`src/rtl/mem_arbiter.sv`:
```
// Round-robin arbiter granting one shared memory port to a fetch and a data requester,
// with a per-access wait-cycle timeout that aborts the access and flags err.
module mem_arbiter #(
    parameter int TIMEOUT = 16
) (
    input  logic        clk,
    input  logic        reset_n,
    input  logic        if_req,
    input  logic [15:0] if_addr,
    output logic        if_ack,
    output logic [15:0] if_rdata,
    input  logic        d_req,
    input  logic        d_we,
    input  logic [15:0] d_addr,
    input  logic [15:0] d_wdata,
    output logic        d_ack,
    output logic [15:0] d_rdata,
    output logic        addr_sel,
    output logic        mem_en,
    output logic        mem_we,
    output logic [15:0] mem_addr,
    output logic [15:0] mem_wdata,
    input  logic [15:0] mem_rdata,
    input  logic        mem_r,
    output logic        err,
    output logic        busy
);

    typedef enum logic [1:0] {IDLE, FETCH, DATA} state_t;

    localparam logic [7:0] TLIM = 8'(TIMEOUT - 1);

    state_t     state, nstate;
    logic       last_f;     // 1 = fetch was granted most recently
    logic       we_q;
    logic [7:0] wcnt;
    logic       f_el, d_el, gnt_f, gnt_d, done, tmo;

    always_comb begin
        // a requester being acked this cycle is still holding req from the finished access
        f_el   = if_req & ~if_ack;
        d_el   = d_req & ~d_ack;
        gnt_f  = 1'b0;
        gnt_d  = 1'b0;
        done   = (state != IDLE) & mem_r;
        tmo    = (state != IDLE) & ~mem_r & (wcnt == TLIM);
        nstate = state;
        mem_en = (state != IDLE);
        busy   = (state != IDLE);
        mem_we = (state == DATA) & we_q;
        case (state)
            IDLE: begin
                if (f_el && (!d_el || !last_f)) begin
                    gnt_f  = 1'b1;
                    nstate = FETCH;
                end else if (d_el) begin
                    gnt_d  = 1'b1;
                    nstate = DATA;
                end
            end
            FETCH, DATA: if (done || tmo) nstate = IDLE;
            default: nstate = IDLE;
        endcase
    end

    always_ff @(posedge clk or negedge reset_n) begin
        if (!reset_n) state <= IDLE;
        else          state <= nstate;
    end

    always_ff @(posedge clk or negedge reset_n) begin
        if (!reset_n) begin
            last_f    <= 1'b0;
            we_q      <= 1'b0;
            wcnt      <= 8'd0;
            addr_sel  <= 1'b0;
            mem_addr  <= 16'd0;
            mem_wdata <= 16'd0;
            if_ack    <= 1'b0;
            d_ack     <= 1'b0;
            err       <= 1'b0;
            if_rdata  <= 16'd0;
            d_rdata   <= 16'd0;
        end else begin
            if_ack <= 1'b0;
            d_ack  <= 1'b0;
            err    <= 1'b0;
            if (gnt_f || gnt_d) begin
                wcnt     <= 8'd0;
                last_f   <= gnt_f;
                addr_sel <= gnt_f;
                mem_addr <= gnt_f ? if_addr : d_addr;
                if (gnt_d) begin
                    we_q      <= d_we;
                    mem_wdata <= d_wdata;
                end
            end
            if (state != IDLE) begin
                if (!mem_r) wcnt <= wcnt + 8'd1;
                if (done || tmo) begin
                    if_ack <= (state == FETCH);
                    d_ack  <= (state == DATA);
                    err    <= tmo;
                end
                if (done && state == FETCH)          if_rdata <= mem_rdata;
                if (done && state == DATA && !we_q)  d_rdata  <= mem_rdata;
            end
        end
    end

endmodule
```
`config.mk`:
```
export PLATFORM = sky130hd
export DESIGN_NAME = mem_arbiter
export DESIGN_NICKNAME = d
export VERILOG_FILES = /design/src/rtl/mem_arbiter.sv
export SDC_FILE = /design/constraint.sdc
export NUM_CORES = 1
export LEC_CHECK = 0
export CAP_MARGIN = 15
export CORE_ASPECT_RATIO = 0.7
export CORE_MARGIN = 2
export CORE_UTILIZATION = 43
export CTS_CLUSTER_SIZE = 20
export DETAILED_ROUTE_END_ITERATION = 12
export GPL_TIMING_DRIVEN = 1
export HOLD_SLACK_MARGIN = 0.06
export PLACE_DENSITY_LB_ADDON = 0.08
export SLEW_MARGIN = 15
export SYNTH_ARGS = -nofsm -noshare
export SYNTH_HDL_FRONTEND = slang
export SYNTH_SLANG_ARGS = --single-unit
```
`constraint.sdc`:
```
create_clock -name clk -period 2.7 [get_ports clk]
set_input_delay 0.54 -clock clk [delete_from_list [all_inputs] [get_ports clk]]
set_output_delay 0.54 -clock clk [all_outputs]
set_load 0.1 [all_outputs]
```
[After elaboration in Yosys (flattened, before gate mapping)]
Cells that the tools add are included.
Word-level totals
  bits in registers: 79
  bits of input ports: 70
  output and inout bits: 71
  word-level logic and storage cells: 62
Operators by class
  add/subtract/negate cells: 1
  equality and inequality tests: 5
  mux-type cells: 19
  bitwise gates (word level): 9
  reduce and logical (&&, ||, !) cells: 17
Operators by type and width (count)
  two-way mux 8 bit: 3
  two-way mux 16 bit: 1
  two-way mux 1 bit: 11
  adder 8 x 1 -> 8 bit, second input constant: 1
  == test 8 x 4 -> 1 bit, second input constant: 1
  AND reduction 2 bit: 4
  AND 1 bit: 6
  two-way mux 2 bit: 3
  logical AND 1 bit: 4
  case mux 2 bit (2 select lines): 1
  zero test 1 bit: 3
  logical OR 1 bit: 3
  != test 3 bit, second input constant: 1
  inverter 1 bit: 3
  == test 2 x 1 -> 1 bit, second input constant: 1
  == test 2 bit, second input constant: 1
  zero test 2 bit: 1
  != test 2 bit, second input constant: 1
  nonzero test 2 bit: 1
  OR reduction 2 bit: 1

[Logic depth before layout (Yosys ltp)]
  word-level depth: 11
  gate-level depth with buffers: 8
  depth with buffers taken out: 6

[Worst setup path after synthesis]
Ideal clock, no wire load.
  kind: register -> output
  from: register state[0]
  to: output mem_en
  data arrival time: 1729 ps
  required time: 2160 ps
  slack: 431 ps
  stages on the path, launching flop included: 5
  path buffers: 1
  path through: dfrtp_1 > inv_1 > ha_1 > inv_1 > buf_4
Between the ends
  cells in the longest elaborated chain, start to end: 1
RTL lines
  start: declaration: RTL line 33  | state_t state, nstate;
  start signal: assignment: RTL line 68  | else state <= nstate;
  nonzero test 2 bit
  end: declaration: RTL line 19  | output logic mem_en,
No other way between the ends.

[Worst setup path after layout]
  from: register state[0]
  to: output mem_en
Between the ends
  cells in the longest elaborated chain, start to end: 1
RTL lines
  nonzero test 2 bit: RTL line 48  | mem_en = (state != IDLE);
No other way between the ends.

==> run metrics <==
Synth cell types=32; grt met2 use=0.281; fin crit period=approximately 2.2 ns; CP arrival=1.61 ns; Slew Limit Fails=0; worst relative slew slack=0.710; Clock Sink Count=79; Yosys reg bits=79; CP required=~2.2 ns; htree depth=3; Die W=109 um; drt pass-1 iters=4; share of cells above drive strength 1=0.370; core area=0.00742 mm^2; Overflow after GRT=0; vias per inst=4.86; root buffer cell=clkbuf_8; commonest non-fill, non-tap cell in the layout=dfrtp_1; post-route clock skew=0.0125 ns; Global Route Usage Sum=0.186; via count=2,420; outcome=finished clean; initial antenna violation count=0; Placer Congestion=0.733; Final Hold Fails=0; DR WL/cell=about 15 um; most frequent cells in the layout=dfrtp_1, buf_4, clkdlybuf4s50_1, mux2_2, nor2_1; CP max FO=6; Die Height=77.7 um; f_max=465 MHz; DP Wirelength=5550 um; CTS max path bufs=2; number of max-cap violations=0; Port Buffers=140; Num CTS Buffers=9; final setup fails=0; Post-Syn Area=0.00333 mm^2; met3 usage in global routing=0.0882; sequential area share after synthesis=0.593; initial drt markers=53; DRC Markers=0; Antenna Nets Post-Route=0; initial cell density of the core=0.450; Most Crowded Layer GR=met2; TritonCTS clock tree=built; crit start category=flop; Post-Syn Area per Cell=13.3 um^2; final net count=469; n_diodes=0; YS warnings=0; vias in the first global route=2,399; Detailed Route WL=7690 um; WHS=0.496 ns; Crit. End Element=output port; period utilization=0.797; syn_nets=324; # resized after CTS=0; I/O pin count=141; CTS clk-pin slew, worst paths=0.08 ns; worst-skew pair later-pin latency=0.35 ns; critical path type=reg -> out; Setup TNS Final=0 ns; Slew @ Worst Pin=~0.43 ns; Layout Area Growth over Synthesis=45.3%; Synth Instances=between 200 and 300; hold buffer count at cts=1; pin count of the biggest net entering global routing=between 60 and 70; HP Class=reg -> reg; RSZ-0062 raised after global routing=false; die area=about 0.0085 mm^2; Post-CTS Setup Bufs=0; row count=26; met1 Track Usage GR=0.235; first-pass GRT wire length=12,100 um
worst max-delay path: stages, from the launching register on:
cell and delay (ns):
dfrtp_1 0.39, inv_1 0.07, ha_1 0.28, inv_1 0.19, buf_4 0.33
metrics by stage:
stage          cell area, um^2  cells   util  worst slack, ns
3_5_place_dp              4660    481  0.628            0.410
5_1_grt                   4850    498  0.653            0.494
4_1_cts                   4850    498  0.653            0.540
3_3_place_gp              4660    481  0.628            0.502
2_1_floorplan             3330    250      -            0.431
6_report                  4850    498  0.653            0.549
state kept, by name, indices dropped and copies added (netlist names):
name,cells
d_ack,1
d_rdata,16
err,1
if_ack,1
if_rdata,16
last_f,1
mem_addr,16
mem_wdata,16
state,2
wcnt,8
we_q,1
synth_stat cells:
cell type	n	area (um^2)
o311ai_4	1	26.3
nor2_1	20	75.1
clkbuf_8	1	13.8
and2b_2	2	17.5
a22o_1	3	26.3
dfrtp_1	79	1980
mux2i_1	16	160
mux2_2	49	552
nor3_1	1	5.00
a211o_1	1	8.76
nand3_1	1	5.00
o21ai_0	13	65.1
nand2_1	4	15.0
a31oi_1	3	18.8
nand2b_1	1	6.26
and2_1	2	12.5
inv_1	5	18.8
or2_2	1	6.26
o31ai_1	3	22.5
nor2b_1	3	18.8
and3_1	2	12.5
buf_2	3	15.0
a21oi_1	16	80.1
or4_4	1	11.3
ha_1	4	50.1
o211a_1	1	10.0
clkbuf_1	4	15.0
nor3b_2	1	12.5
nand2b_4	1	13.8
nand4_1	3	18.8
buf_4	3	22.5
buf_6	2	22.5
worst paths after layout:
path	from	slack, ns	depth (start not counted)	endpoint
worst max-delay path	state[0]	0.55	4	mem_en
worst max register to register	state[0]	0.71	6	state[1]
worst min-delay path	wcnt[7]	0.50	1	wcnt[7]
worst min register to register	wcnt[7]	0.50	1	wcnt[7]
max in group asynchronous	reset_n	1.51	3	if_rdata[3]
min in group asynchronous	reset_n	0.60	2	mem_wdata[1]
area by class of cell:
cell class	count	area, um^2
inverters	5	18.8
multi-input cells	153	1250
flip-flops and latches	79	1980
clock inverters	4	31.3
well taps	98	123
fillers	605	2570
repair buffers	147	1300
clock buffers	12	145
logic make-up after synthesis:
group | Yosys count | synth area share
fa+ha+maj | 4 | 0.0150
mux | 65 | 0.214
compound gates | 41 | 0.0773
buf+inv | 18 | 0.0323
simple gates | 43 | 0.0690
flops | 79 | 0.593
per-layer routing:
metal	vias to the layer above	wire (um)
li1	1181	-
met1	1149	3360
met2	81	3460
met3	9	781
met4	0	89
met5	-	0
Power is not shown: default switching activity piles up to over one toggle a cycle in this logic, so the estimate is an artifact.
==> patch 1: new RTL, config.mk and constraints unchanged <==
Encoding of `state_t`: now one-hot (3 bits for 3 states).
--- a/src/rtl/mem_arbiter.sv
+++ b/src/rtl/mem_arbiter.sv
@@ -26,7 +26,7 @@
     output logic        busy
 );
 
-    typedef enum logic [1:0] {IDLE, FETCH, DATA} state_t;
+    typedef enum logic [2:0] {IDLE = 3'b001, FETCH = 3'b010, DATA = 3'b100} state_t;
 
     localparam logic [7:0] TLIM = 8'(TIMEOUT - 1);
 
Behaviour: same outputs for any inputs over 10 cycles, from zero or initial values and one cycle with reset_n low; not proved beyond that.
==> patch 1 against the unedited design <==
Routed wire length is 4.0% higher; worst setup slack lost 0.14 ns; critical path type unchanged; area after synthesis grew 0.30%; final area increased by 1.6%; die area grew 0.29%; sequential cell count grew 1; register-to-register slack got worse by 0.08 ns; critical path depth fell by 1.
Power is not shown: default switching activity piles up to over one toggle a cycle in this logic, so the estimate is an artifact.
==> patch 1: results (changes against the unedited design) <==
qor: run_status.outcome finished clean
qor: sta.tightestPinTransition 0.6717 ns [+0.2387 ns]
qor: logic_synthesis.synth_common_cells sky130_fd_sc_hd__dfrtp_1 (79), sky130_fd_sc_hd__mux2_2 (37), sky130_fd_sc_hd__o221a_2 (16), sky130_fd_sc_hd__mux2_4 (12), sky130_fd_sc_hd__nand2_1 (12)
qor: placement.routabilityCongestion 0.7848 [+7.1%]
qor: worst_setup_path.r2r_setup_slack 0.63 ns [-0.08 ns]
qor: drt.first_iter_violations 97 [+83%]
qor: global_routing.grt_first_pass_wirelength 12.36 mm [+2.3%]
qor: global_routing.grt_use_total 19.14% [+0.54 points]
qor: clocking.worst_setup_hold_path_clk_slew 0.08 ns [about the same]
qor: sta.setup_skew 0.004178 ns [-0.008301 ns]
qor: logic_synthesis.yosysWarningCount 0 [unchanged]
qor: worst_setup_path.r2r-end mem_wdata[11]
qor: logic_synthesis.ys_top_cells_by_area sky130_fd_sc_hd__dfrtp_1 (59%), sky130_fd_sc_hd__mux2_2 (12%), sky130_fd_sc_hd__mux2_4 (5.4%)
qor: logic_synthesis.synth-seq-area-share 59.90% [+0.61 points]
qor: global_routing.number_of_global_route_vias_before_repair 2370 [-1.2%]
qor: worst_setup_path.timing.reg2reg.worst_path_depth 4 [-2]
qor: worst_setup_path.r2r-start state[0]
qor: clocking.cts-resized-gates 0 [unchanged]
qor: layout.post_route_cells_drive_above_1_share 43.01% [+6.0 points]
qor: drt.vias_per_cell 5.094 [+4.8%]
qor: worst_hold_path.worst_min_delay_path_category primary input to async pin
qor: placement.detailed_place_hpwl 5.671 mm [+2.2%]
qor: global_routing.grt_start_max_net_pins 45 [-30%]
qor: logic_synthesis.synth_nets 302 [-6.8%]
qor: layout.final_net_count 445 [-5.1%]
patch 1: changes by cell type after synthesis, sizes merged, moves of 3 or more:
cell / before / now
or2b: 0 / 7
mux2i: 16 / 4
nand2b: 2 / 10
a22o: 3 / 0
nand2: 4 / 13
a31oi: 3 / 0
o21ai: 13 / 4
nor2: 20 / 5
o221a: 0 / 16
a21oi: 16 / 1
inv: 5 / 1
ha: 4 / 1
patch 1: cell type report:
class,instances,area (um^2)
Sequential cell,80,2003
Clock buffer,9,123.9
Tap cell,98,122.6
Multi-Input combinational cell,138,1267
Inverter,1,3.754
Fill cell,582,2492
Timing Repair Buffer,144,1284
Clock inverter,7,120.1
patch 1: kinds of logic after synthesis:
logic type	share of synthesized area, %
simple gates	9.765
compound gates	7.931
mux	19.04
fa+ha+maj	0.3741
flops	59.90
buf+inv	2.207
xor+xnor	0.7858
patch 1: worst max-delay path, stage by stage, from the launching register on:
cell,delay [ns]
sky130_fd_sc_hd__dfstp_2,0.56
sky130_fd_sc_hd__nor3b_4,0.46
sky130_fd_sc_hd__inv_1,0.13
sky130_fd_sc_hd__buf_4,0.26
patch 1: worst min path at each step:
stage,cells after the start,startpoint,end
floorplan,0,reset_n,d_ack
global placement,1,wcnt[7],wcnt[7]
detailed placement,1,wcnt[7],wcnt[7]
CTS,1,reset_n,d_rdata[2]
finish,1,reset_n,mem_wdata[1]
global route,1,reset_n,mem_addr[0]
patch 1: stage by stage:
stage	utilization (%)	instances	area [um^2]	setup slack [ns]	hold WS, ns
finish	66.40	477	4925	0.4041	0.1771
floorplan	-	231	3344	0.3459	0.2444
detailed placement	62.74	460	4653	0.03274	0.4884
global route	66.40	477	4925	0.3077	0.2052
global placement	62.74	460	4653	0.03897	0.4607
CTS	66.03	476	4897	0.3839	0.1915
patch 1: metal layers:
layer | up-vias | wire length [um] | global-route usage [%]
met5 | - | 0 | 0
li1 | 1127 | - | -
met3 | 7 | 618 | 6.387
met1 | 1201 | 3782 | 26.94
met2 | 95 | 3523 | 28.64
met4 | 0 | 76 | 4.557
==> patch 2: new RTL, same flow settings <==
Made on the original files. Change the parameter `TIMEOUT` from 16 to 8.
--- a/src/rtl/mem_arbiter.sv
+++ b/src/rtl/mem_arbiter.sv
@@ -1,7 +1,7 @@
 // Round-robin arbiter granting one shared memory port to a fetch and a data requester,
 // with a per-access wait-cycle timeout that aborts the access and flags err.
 module mem_arbiter #(
-    parameter int TIMEOUT = 16
+    parameter int TIMEOUT = 8
 ) (
     input  logic        clk,
     input  logic        reset_n,
Behaviour: not the same (a bounded check fails within 10 cycles, from zero or initial values and one cycle with reset_n low).
==> patch 2 against the unedited design <==
Cell count fell by 1.2%; routed wire length is 0.68% higher; area after synthesis decreased by 0.26%; first-iteration DRC count up 57%; die area is 0.25% lower; via count grew 1.5%; final area increased by 0.39%; worst setup slack improved by 0.031 ns; sequential cell count did not move.
Power is not shown: default switching activity piles up to over one toggle a cycle in this logic, so the estimate is an artifact.
==> patch 2: results (changes against the unedited design) <==
qor: placement.detailed_place_hpwl 5.760 mm [+3.8%]
qor: drt.wl_met3 844 um [+8.1%]
qor: layout.post_route_cells_drive_above_1_share 38.32% [+1.3 points]
qor: global_routing.grt_start_max_net_pins 46 [-28%]
qor: drt.route.met2.wl 3.551 mm [+2.7%]
qor: global_routing.global_route.usage.met3 9.916% [+1.1 points]
qor: global_routing.number_of_global_route_vias_before_repair 2542 [+6.0%]
qor: logic_synthesis.synthCells 244 [-2.4%]
qor: drt.wire_length_after_detailed_routing 7.745 mm [+0.68%]
qor: global_routing.grt_util_met1 24.19% [+0.65 points]
qor: layout.fillers 580 [-4.1%]
qor: logic_synthesis.synth-seq-area-share 59.44% [+0.16 points]
qor: logic_synthesis.synth_nets 318 [-1.9%]
qor: drt.vias_per_cell 4.994 [+2.8%]
qor: run_status.outcome finished clean
qor: sta.tightestPinTransition 0.5694 ns [+0.1363 ns]
qor: global_routing.grt_first_pass_wirelength 12.31 mm [+1.9%]
qor: sta.fin_crit_sh 78.54% [-1.1 points]
qor: logic_synthesis.synthMuxAreaShare 21.75% [+0.39 points]
qor: worst_hold_path.worst_min_delay_path_category primary input to async pin
qor: worst_setup_path.r2r_setup_slack 0.77 ns [+0.06 ns]
qor: worst_setup_path.endpoint busy
qor: logic_synthesis.synth.distinct_cells 35 [+9.4%]
qor: worst_setup_path.worst_ep_arrival_time 1.58 ns [-0.03 ns]
qor: logic_synthesis.synthAdderAreaFrac 1.505% [+0.0040 points]
qor: logic_synthesis.ys_top_cells_by_area sky130_fd_sc_hd__dfrtp_1 (59%), sky130_fd_sc_hd__mux2_2 (17%), sky130_fd_sc_hd__mux2i_1 (4.8%)
qor: worst_setup_path.r2r-end d_rdata[8]
qor: drt.met1_length 3.245 mm [-3.5%]
qor: layout.finalNonFillerCells 492 [-1.2%]
qor: global_routing.grt_use_total 19.19% [+0.59 points]
qor: logic_synthesis.synth_common_cells sky130_fd_sc_hd__dfrtp_1 (79), sky130_fd_sc_hd__mux2_2 (50), sky130_fd_sc_hd__a21oi_1 (20), sky130_fd_sc_hd__nor2_1 (20), sky130_fd_sc_hd__mux2i_1 (16)
qor: layout.final_net_count 464 [-1.1%]
qor: placement.placed_cell_area 4678 um^2 [+0.40%]
qor: logic_synthesis.complex_gate_fraction_of_the_synthesized_area 6.321% [-1.4 points]
patch 2: per-stage QoR:
stage / worst slack [ns] / utilization [%]
2_1_floorplan: 0.3028 / -
3_3_place_gp: 0.5109 / 63.35
3_5_place_dp: 0.4925 / 63.35
4_1_cts: 0.5560 / 65.88
5_1_grt: 0.4909 / 65.88
6_report: 0.5794 / 65.88
patch 2: kinds of logic (layout without fill, tap and decap cells):
group                    count (synthesis)  after routing
buffers and inverters                   17            167
multiplexers                            66             66
adder cells (fa/ha/maj)                  4              4
flip-flops                              79             79
AND/OR/NAND/NOR                         43             43
XOR/XNOR                                 3              3
AO/OA/AOI/OAI                           32             32
patch 2: layout make-up:
type | count | area share [%]
Inverter | 6 | 0.4630
Clock buffer | 9 | 2.546
Sequential cell | 79 | 40.64
Timing Repair Buffer | 146 | 26.54
Clock inverter | 6 | 1.286
Multi-Input combinational cell | 148 | 26.00
Tap cell | 98 | 2.521
